--- src/rtl/normalize_shifter_pkg.sv ---
// -----------------------------------------------------------------------------
// normalize_shifter_pkg
// Shared FPU normalization constants and beat type. The LZD tree and the
// normalize shifter both take their widths from here, so the leading-zero
// count width always matches the shifter's amount width.
//   WIDTH   - significand width (power of two)
//   CNT_W   - shift-count width, $clog2(WIDTH)
//   EXP_W   - signed exponent width
//   EXP_MIN - minimum normal exponent
// -----------------------------------------------------------------------------
package normalize_shifter_pkg;

    localparam int WIDTH   = 32;
    localparam int CNT_W   = $clog2(WIDTH);
    localparam int EXP_W   = 10;
    localparam int EXP_MIN = -126;

    typedef struct packed {
        logic [WIDTH-1:0]        significand;
        logic signed [EXP_W-1:0] exponent;
        logic                    zero;
        logic                    denormal;
    } norm_beat_t;

endpackage

--- src/rtl/normalize_shifter_norm_shift_amount.sv ---
// -----------------------------------------------------------------------------
// norm_shift_amount
// Combinational shift-amount calculator. Clamps the leading-zero count so the
// exponent never drops below EXP_MIN, and flags when the clamp was applied.
// Ports:
//   exponent  in   EXP_W  signed input exponent
//   lz_count  in   CNT_W  leading-zero count from the LZD
//   amt       out  CNT_W  shift amount to apply
//   denormal  out  1      result is denormal (shift limited by EXP_MIN)
// -----------------------------------------------------------------------------
module norm_shift_amount
    import normalize_shifter_pkg::*;
(
    input  logic signed [EXP_W-1:0] exponent,
    input  logic [CNT_W-1:0]        lz_count,
    output logic [CNT_W-1:0]        amt,
    output logic                    denormal
);

    localparam logic signed [EXP_W:0] EXP_MIN_X = (EXP_W+1)'(EXP_MIN);

    logic signed [EXP_W:0] headroom;
    logic signed [EXP_W:0] lz_ext;

    always_comb begin
        // One extra bit so exponent - EXP_MIN cannot overflow.
        headroom = $signed({exponent[EXP_W-1], exponent}) - EXP_MIN_X;
        lz_ext   = $signed({{(EXP_W+1-CNT_W){1'b0}}, lz_count});
        amt      = '0;
        denormal = 1'b0;
        if (headroom[EXP_W] || (headroom == '0)) begin
            // Already at or below the minimum: no shift at all.
            amt      = '0;
            denormal = 1'b1;
        end else if (lz_ext > headroom) begin
            // headroom < lz <= WIDTH-1 here, so it fits in CNT_W bits.
            amt      = headroom[CNT_W-1:0];
            denormal = 1'b1;
        end else begin
            amt      = lz_count;
            denormal = 1'b0;
        end
    end

endmodule

--- src/rtl/normalize_shifter.sv ---
// -----------------------------------------------------------------------------
// normalize_shifter
// Two-stage normalization left shifter placed after the LZD. Stage 1 clamps
// the shift amount, adjusts the exponent and does the coarse (multiple of 8)
// shift; stage 2 does the fine (0..7) shift. Widths come from
// normalize_shifter_pkg. Valid/ready on both sides, one beat per cycle.
// Optional feature macro: NORM_STATS_EN (adds stat_clear input and saturating
// zero/denormal result counters).
// Ports:
//   clk, reset                 clock (rising), async active-high reset
//   in_valid / in_ready        input handshake
//   in_significand, in_exponent, in_lz_count, in_all_zero   input beat
//   out_valid / out_ready      output handshake
//   out_significand, out_exponent, out_zero, out_denormal   result beat
//   stat_clear, stat_zero_count, stat_denormal_count        (NORM_STATS_EN)
// -----------------------------------------------------------------------------
module normalize_shifter
    import normalize_shifter_pkg::*;
(
    input  logic                    clk,
    input  logic                    reset,
    input  logic                    in_valid,
    output logic                    in_ready,
    input  logic [WIDTH-1:0]        in_significand,
    input  logic signed [EXP_W-1:0] in_exponent,
    input  logic [CNT_W-1:0]        in_lz_count,
    input  logic                    in_all_zero,
    output logic                    out_valid,
    input  logic                    out_ready,
    output logic [WIDTH-1:0]        out_significand,
    output logic signed [EXP_W-1:0] out_exponent,
    output logic                    out_zero,
    output logic                    out_denormal
`ifdef NORM_STATS_EN
    ,
    input  logic                    stat_clear,
    output logic [15:0]             stat_zero_count,
    output logic [15:0]             stat_denormal_count
`endif
);

    logic       s1_valid_q, s1_valid_d;
    logic       s2_valid_q, s2_valid_d;
    norm_beat_t s1_beat_q, s1_beat_d;
    norm_beat_t s2_beat_q, s2_beat_d;
    logic [2:0] s1_fine_q, s1_fine_d;

    logic             s1_adv, s2_adv, accept;
    logic [CNT_W-1:0] amt, coarse;
    logic             amt_denormal;

    assign s2_adv   = !s2_valid_q || out_ready;
    assign s1_adv   = !s1_valid_q || s2_adv;
    assign in_ready = s1_adv;
    assign accept   = in_valid && in_ready;

    norm_shift_amount u_amt (
        .exponent (in_exponent),
        .lz_count (in_lz_count),
        .amt      (amt),
        .denormal (amt_denormal)
    );

    // Coarse shift handles the byte-multiple part of the amount; the low 3
    // bits are carried to stage 2.
    assign coarse = {amt[CNT_W-1:3], 3'b000};

    always_comb begin
        s1_valid_d = s1_valid_q;
        s1_beat_d  = s1_beat_q;
        s1_fine_d  = s1_fine_q;
        if (s1_adv) begin
            s1_valid_d = in_valid;
        end
        if (accept) begin
            if (in_all_zero) begin
                s1_beat_d      = '0;
                s1_beat_d.zero = 1'b1;
                s1_fine_d      = '0;
            end else begin
                s1_beat_d.significand = in_significand << coarse;
                s1_beat_d.exponent    = in_exponent - $signed({{(EXP_W-CNT_W){1'b0}}, amt});
                s1_beat_d.zero        = 1'b0;
                s1_beat_d.denormal    = amt_denormal;
                s1_fine_d             = amt[2:0];
            end
        end

        s2_valid_d = s2_valid_q;
        s2_beat_d  = s2_beat_q;
        if (s2_adv) begin
            s2_valid_d = s1_valid_q;
            if (s1_valid_q) begin
                s2_beat_d             = s1_beat_q;
                s2_beat_d.significand = s1_beat_q.significand << s1_fine_q;
            end
        end
    end

    always_ff @(posedge clk or posedge reset) begin
        if (reset) begin
            s1_valid_q <= 1'b0;
            s2_valid_q <= 1'b0;
            s1_beat_q  <= '0;
            s2_beat_q  <= '0;
            s1_fine_q  <= '0;
        end else begin
            s1_valid_q <= s1_valid_d;
            s2_valid_q <= s2_valid_d;
            s1_beat_q  <= s1_beat_d;
            s2_beat_q  <= s2_beat_d;
            s1_fine_q  <= s1_fine_d;
        end
    end

    assign out_valid       = s2_valid_q;
    assign out_significand = s2_beat_q.significand;
    assign out_exponent    = s2_beat_q.exponent;
    assign out_zero        = s2_beat_q.zero;
    assign out_denormal    = s2_beat_q.denormal;

`ifdef NORM_STATS_EN
    logic [15:0] zero_cnt_q, zero_cnt_d;
    logic [15:0] den_cnt_q, den_cnt_d;
    logic        out_xfer;

    assign out_xfer = out_valid && out_ready;

    // Clear has priority over a same-cycle increment; counters saturate.
    always_comb begin
        zero_cnt_d = zero_cnt_q;
        den_cnt_d  = den_cnt_q;
        if (stat_clear) begin
            zero_cnt_d = '0;
            den_cnt_d  = '0;
        end else begin
            if (out_xfer && s2_beat_q.zero && (zero_cnt_q != 16'hFFFF)) begin
                zero_cnt_d = zero_cnt_q + 16'd1;
            end
            if (out_xfer && s2_beat_q.denormal && (den_cnt_q != 16'hFFFF)) begin
                den_cnt_d = den_cnt_q + 16'd1;
            end
        end
    end

    always_ff @(posedge clk or posedge reset) begin
        if (reset) begin
            zero_cnt_q <= '0;
            den_cnt_q  <= '0;
        end else begin
            zero_cnt_q <= zero_cnt_d;
            den_cnt_q  <= den_cnt_d;
        end
    end

    assign stat_zero_count     = zero_cnt_q;
    assign stat_denormal_count = den_cnt_q;
`endif

endmodule

--- config.mk ---
export PLATFORM = sky130hd
export DESIGN_NAME = normalize_shifter
export DESIGN_NICKNAME = d
export VERILOG_FILES = /design/src/rtl/normalize_shifter_pkg.sv /design/src/rtl/normalize_shifter_norm_shift_amount.sv /design/src/rtl/normalize_shifter.sv
export SDC_FILE = /design/constraint.sdc
export NUM_CORES = 1
export LEC_CHECK = 0
export CORE_MARGIN = 1
export CORE_UTILIZATION = 57
export DETAILED_ROUTE_END_ITERATION = 8
export DONT_BUFFER_PORTS = 1
export PLACE_DENSITY_LB_ADDON = 0.1
export SYNTH_ARGS = -nofsm -noshare
export SYNTH_HDL_FRONTEND = slang
export SYNTH_SLANG_ARGS = --single-unit
--- constraint.sdc ---
create_clock -name clk -period 8.25 [get_ports clk]
set_clock_uncertainty 0.15 [all_clocks]
set_input_delay 1.65 -clock clk [delete_from_list [all_inputs] [get_ports clk]]
set_output_delay 1.65 -clock clk [all_outputs]
set_load 0.01 [all_outputs]
==> flow_metrics.py <==
metrics = {
    "final_layout": {
        "n_antenna_cell": 0,
        "finalInstanceArea_mm2": 0.00590,
        "stdcell_count": 686,
        "area_growth_pct": 3.99,
        "fin_util": 0.606,
        "drive_gt1_frac": 0.0958,
        "multiInputGateArea_mm2": 0.00311,
        "num-fill-cells": 861,
        "ff_latch_area_mm2": 0.00233,
        "finish.net_count": 612,
    },
    "clock_network": {
        "cts_sinks": 93,
        "cts_setup_buffers": 0,
        "hold_buffers": 0,
        "cts_tree": "done",
        "cts_made_buffers": 9,
        "cts-root-buf": "clkbuf_8",
        "clkTransAtPathRegs_ps": 100,
        "clock_latency_ps": 370,
        "cts-resized-gates": 0,
        "htree_num_levels": 3,
        "clockBufferDepth": 2,
    },
    "setup_path": {
        "worstSetupEndpoint": "s1_beat_q[11]",
        "crit_path_frequent_cell": "ha_1",
        "cp.arrival_ps": 5970,
        "crit_path_max_fanout": 18,
        "required_ps": 8390,
        "crit_type": "input port to flop",
        "r2r_start": "out_valid",
        "path_cells": "inv_1, ha_1, xnor2_1, ha_1, nand2_1, nor2_1, o2111ai_1, nand2b_1, inv_1, ha_1, a21boi_0, o21ai_0, nand3b_1, or3_1, xor2_1, o31ai_1",
        "critPathSlowestCell": "nor2_1",
        "crit_start": "in_exponent[1]",
        "critPathCaptureType": "flop",
        "cp.depth": 16,
        "slowest_delay_ps": 750,
        "rr_endpoint": "s1_beat_q[33]",
        "critPathLaunchType": "input port",
        "critPathBufInv": 2,
        "ff2ff_path_depth": 9,
        "rrSetupSlack_ps": 5600,
        "path_delay_family": "simple AND/OR/NAND/NOR gates",
    },
    "synth": {
        "ys_ff_latch": 93,
        "synthCells": 568,
        "yosysTopAreaCell": "dfrtp_1",
        "yosysTopAreaCellShare": 0.410,
        "netlist_area_mm2": 0.00567,
        "syn_nets": 632,
        "syn_avg_cell_area_um2": 9.99,
        "ys.flop_type": "dfrtp_1",
        "synth-edff-count": 0,
        "seq_area_frac_synth": 0.410,
        "synth.most_common_cell": "mux2i_1",
        "async_reset_ff_frac": 1.00,
        "yosys_warnings": 0,
        "synth.area.top_cells": "dfrtp_1 41%, mux2i_1 17%, nand2_1 5.2%",
        "yosys-top-cells-count": "96 x mux2i_1, 93 x dfrtp_1, 79 x nand2_1",
        "synthDistinctLibCells": 59,
    },
    "floorplan": {
        "initial_core_util": 0.583,
        "core_mm2": 0.00973,
        "rows": 36,
        "io_pins": 98,
        "die_h_um": 102,
        "die_area_mm2": 0.0104,
        "die_w_um": 102,
    },
    "detailed_routing": {
        "first_pass_iters": 5,
        "drtIter0Drc": 254,
        "drt_wl_total_um": 13200,
        "dr_total_vias": 4251,
        "viasPerCell": 6.20,
        "drc": 0,
        "ant_nets": 0,
        "wl_per_cell_um": 19.3,
    },
    "global_route": {
        "grt-ovfl-total": 0,
        "grt_pass1_wl_um": 21200,
        "grt_usage": 0.266,
        "antenna_found_initial": 0,
        "grt_max_degree": 61,
        "grt_pass1_vias": 4148,
    },
    "flow_run": {
        "maxCapViolations": 0,
    },
    "timing": {
        "setup_viol_count_final": 0,
        "fin_hold_ws_ps": 346,
        "post-route-period-util": 0.706,
        "period_minus_slack_ps": 5820,
        "max_freq_mhz": 172,
        "hold_viol": 0,
        "setup_ws_ps": 2430,
        "tightest_slew_ps": 993,
        "slew_viol_final": 0,
        "rsz0062_at_grt": "no",
        "slew_headroom": 0.332,
        "tns_ps": 0,
    },
    "placement": {
        "dp.cells": 670,
        "dpl_cell_area_mm2": 0.00572,
        "pre_cts_ws_ps": 2050,
        "place_congestion": 0.866,
        "hpwl_um": 9880,
        "portBuffers": 0,
    },
    "status": {
        "status": "complete, no violations",
    },
    "power_and_ir_drop": {
        "powerDensity_mw_per_mm2": 197,
        "p_leak_nw": 2.51,
        "p_total_mw": 1.16,
        "ir_drop_mv": 0.0981,
    },
    "hold_path": {
        "hold_class": "flop to flop",
    },
}
worst reg2reg max path: cells and delay by family (launching register included):
kind	cells	cell delay [ps]
buffers and inverters	2	700
and+or+nand+nor	5	640
AOI/OAI and AO/OA	2	610
DFF	1	430
cell type report:
cell class / instances / share of cell area
multi-input combinational: 420 / 0.528
sequential: 93 / 0.394
tap: 133 / 0.0282
clock buffer: 9 / 0.0210
inverter: 17 / 0.0110
timing repair buffer: 7 / 0.00891
clock inverter: 7 / 0.00870
power breakdown:
part,switching [mW],leakage [nW],internal (mW)
Combinational,0.154,1.20,0.118
Sequential,0.0790,1.22,0.532
Clock,0.168,0.0856,0.110
Total,0.401,2.51,0.760
how the worst min path moves through the flow:
stage | slack [ps] | from | end | cells after the start
after floorplan | 290 | s1_beat_q[5] | s1_beat_q[5] | 2
after global placement | 320 | s1_beat_q[4] | s1_beat_q[4] | 2
after detailed placement | 320 | s1_beat_q[5] | s1_beat_q[5] | 2
after CTS | 350 | s1_beat_q[4] | s1_beat_q[4] | 2
after global routing | 380 | s1_beat_q[10] | s1_beat_q[10] | 1
final | 350 | s1_beat_q[2] | s1_beat_q[2] | 2
layout by cell type (no fill, tap or decap), types with 2 or more instances in the layout:
master and instances:
o211ai_1 14, o2111ai_1 2, dfrtp_1 93, a21oi_1 9, clkinv_4 2, clkbuf_8 9, a31oi_1 3, and3_1 9
clkinv_2 3, mux2_2 16, nor2_1 15, o21ai_0 51, nand2_1 78, xnor2_1 6, inv_1 16, o31ai_1 5
ha_1 11, nor3_1 5, clkinvlp_4 2, nor4_1 2, xor2_1 2, nor2b_1 3, nand3b_1 11, o21bai_1 2
nand3_1 10, o221ai_1 7, mux2i_1 96, buf_4 7, a22o_1 19, o211a_1 8, nand2b_1 6
logic make-up after synthesis:
family                     count (synthesis)  synth area share
DFF                                       93             0.410
adders and majority gates                 12            0.0278
xor gates and xnor gates                   8            0.0124
buffers and inverters                     55            0.0415
and+or+nand+nor                          153             0.136
muxes                                    113             0.205
AOI/OAI and AO/OA                        134             0.167
per-layer routing:
| layer | vias up | wire length, um | GRT usage |
|---|---|---|---|
| met5 | - | 0 | 0 |
| met4 | 0 | 252 | 0.103 |
| met3 | 22 | 804 | 0.0559 |
| met2 | 146 | 5810 | 0.394 |
| met1 | 2036 | 6350 | 0.380 |
| li1 | 2047 | - | - |
sequential cells by signal (all words and copies together) (netlist names):
name,count
out_zero,1
s1_valid_q,1
out_exponent,10
s1_fine_q,3
s1_beat_q,44
out_significand,32
out_valid,1
out_denormal,1
(Power assumes the default switching activity.)
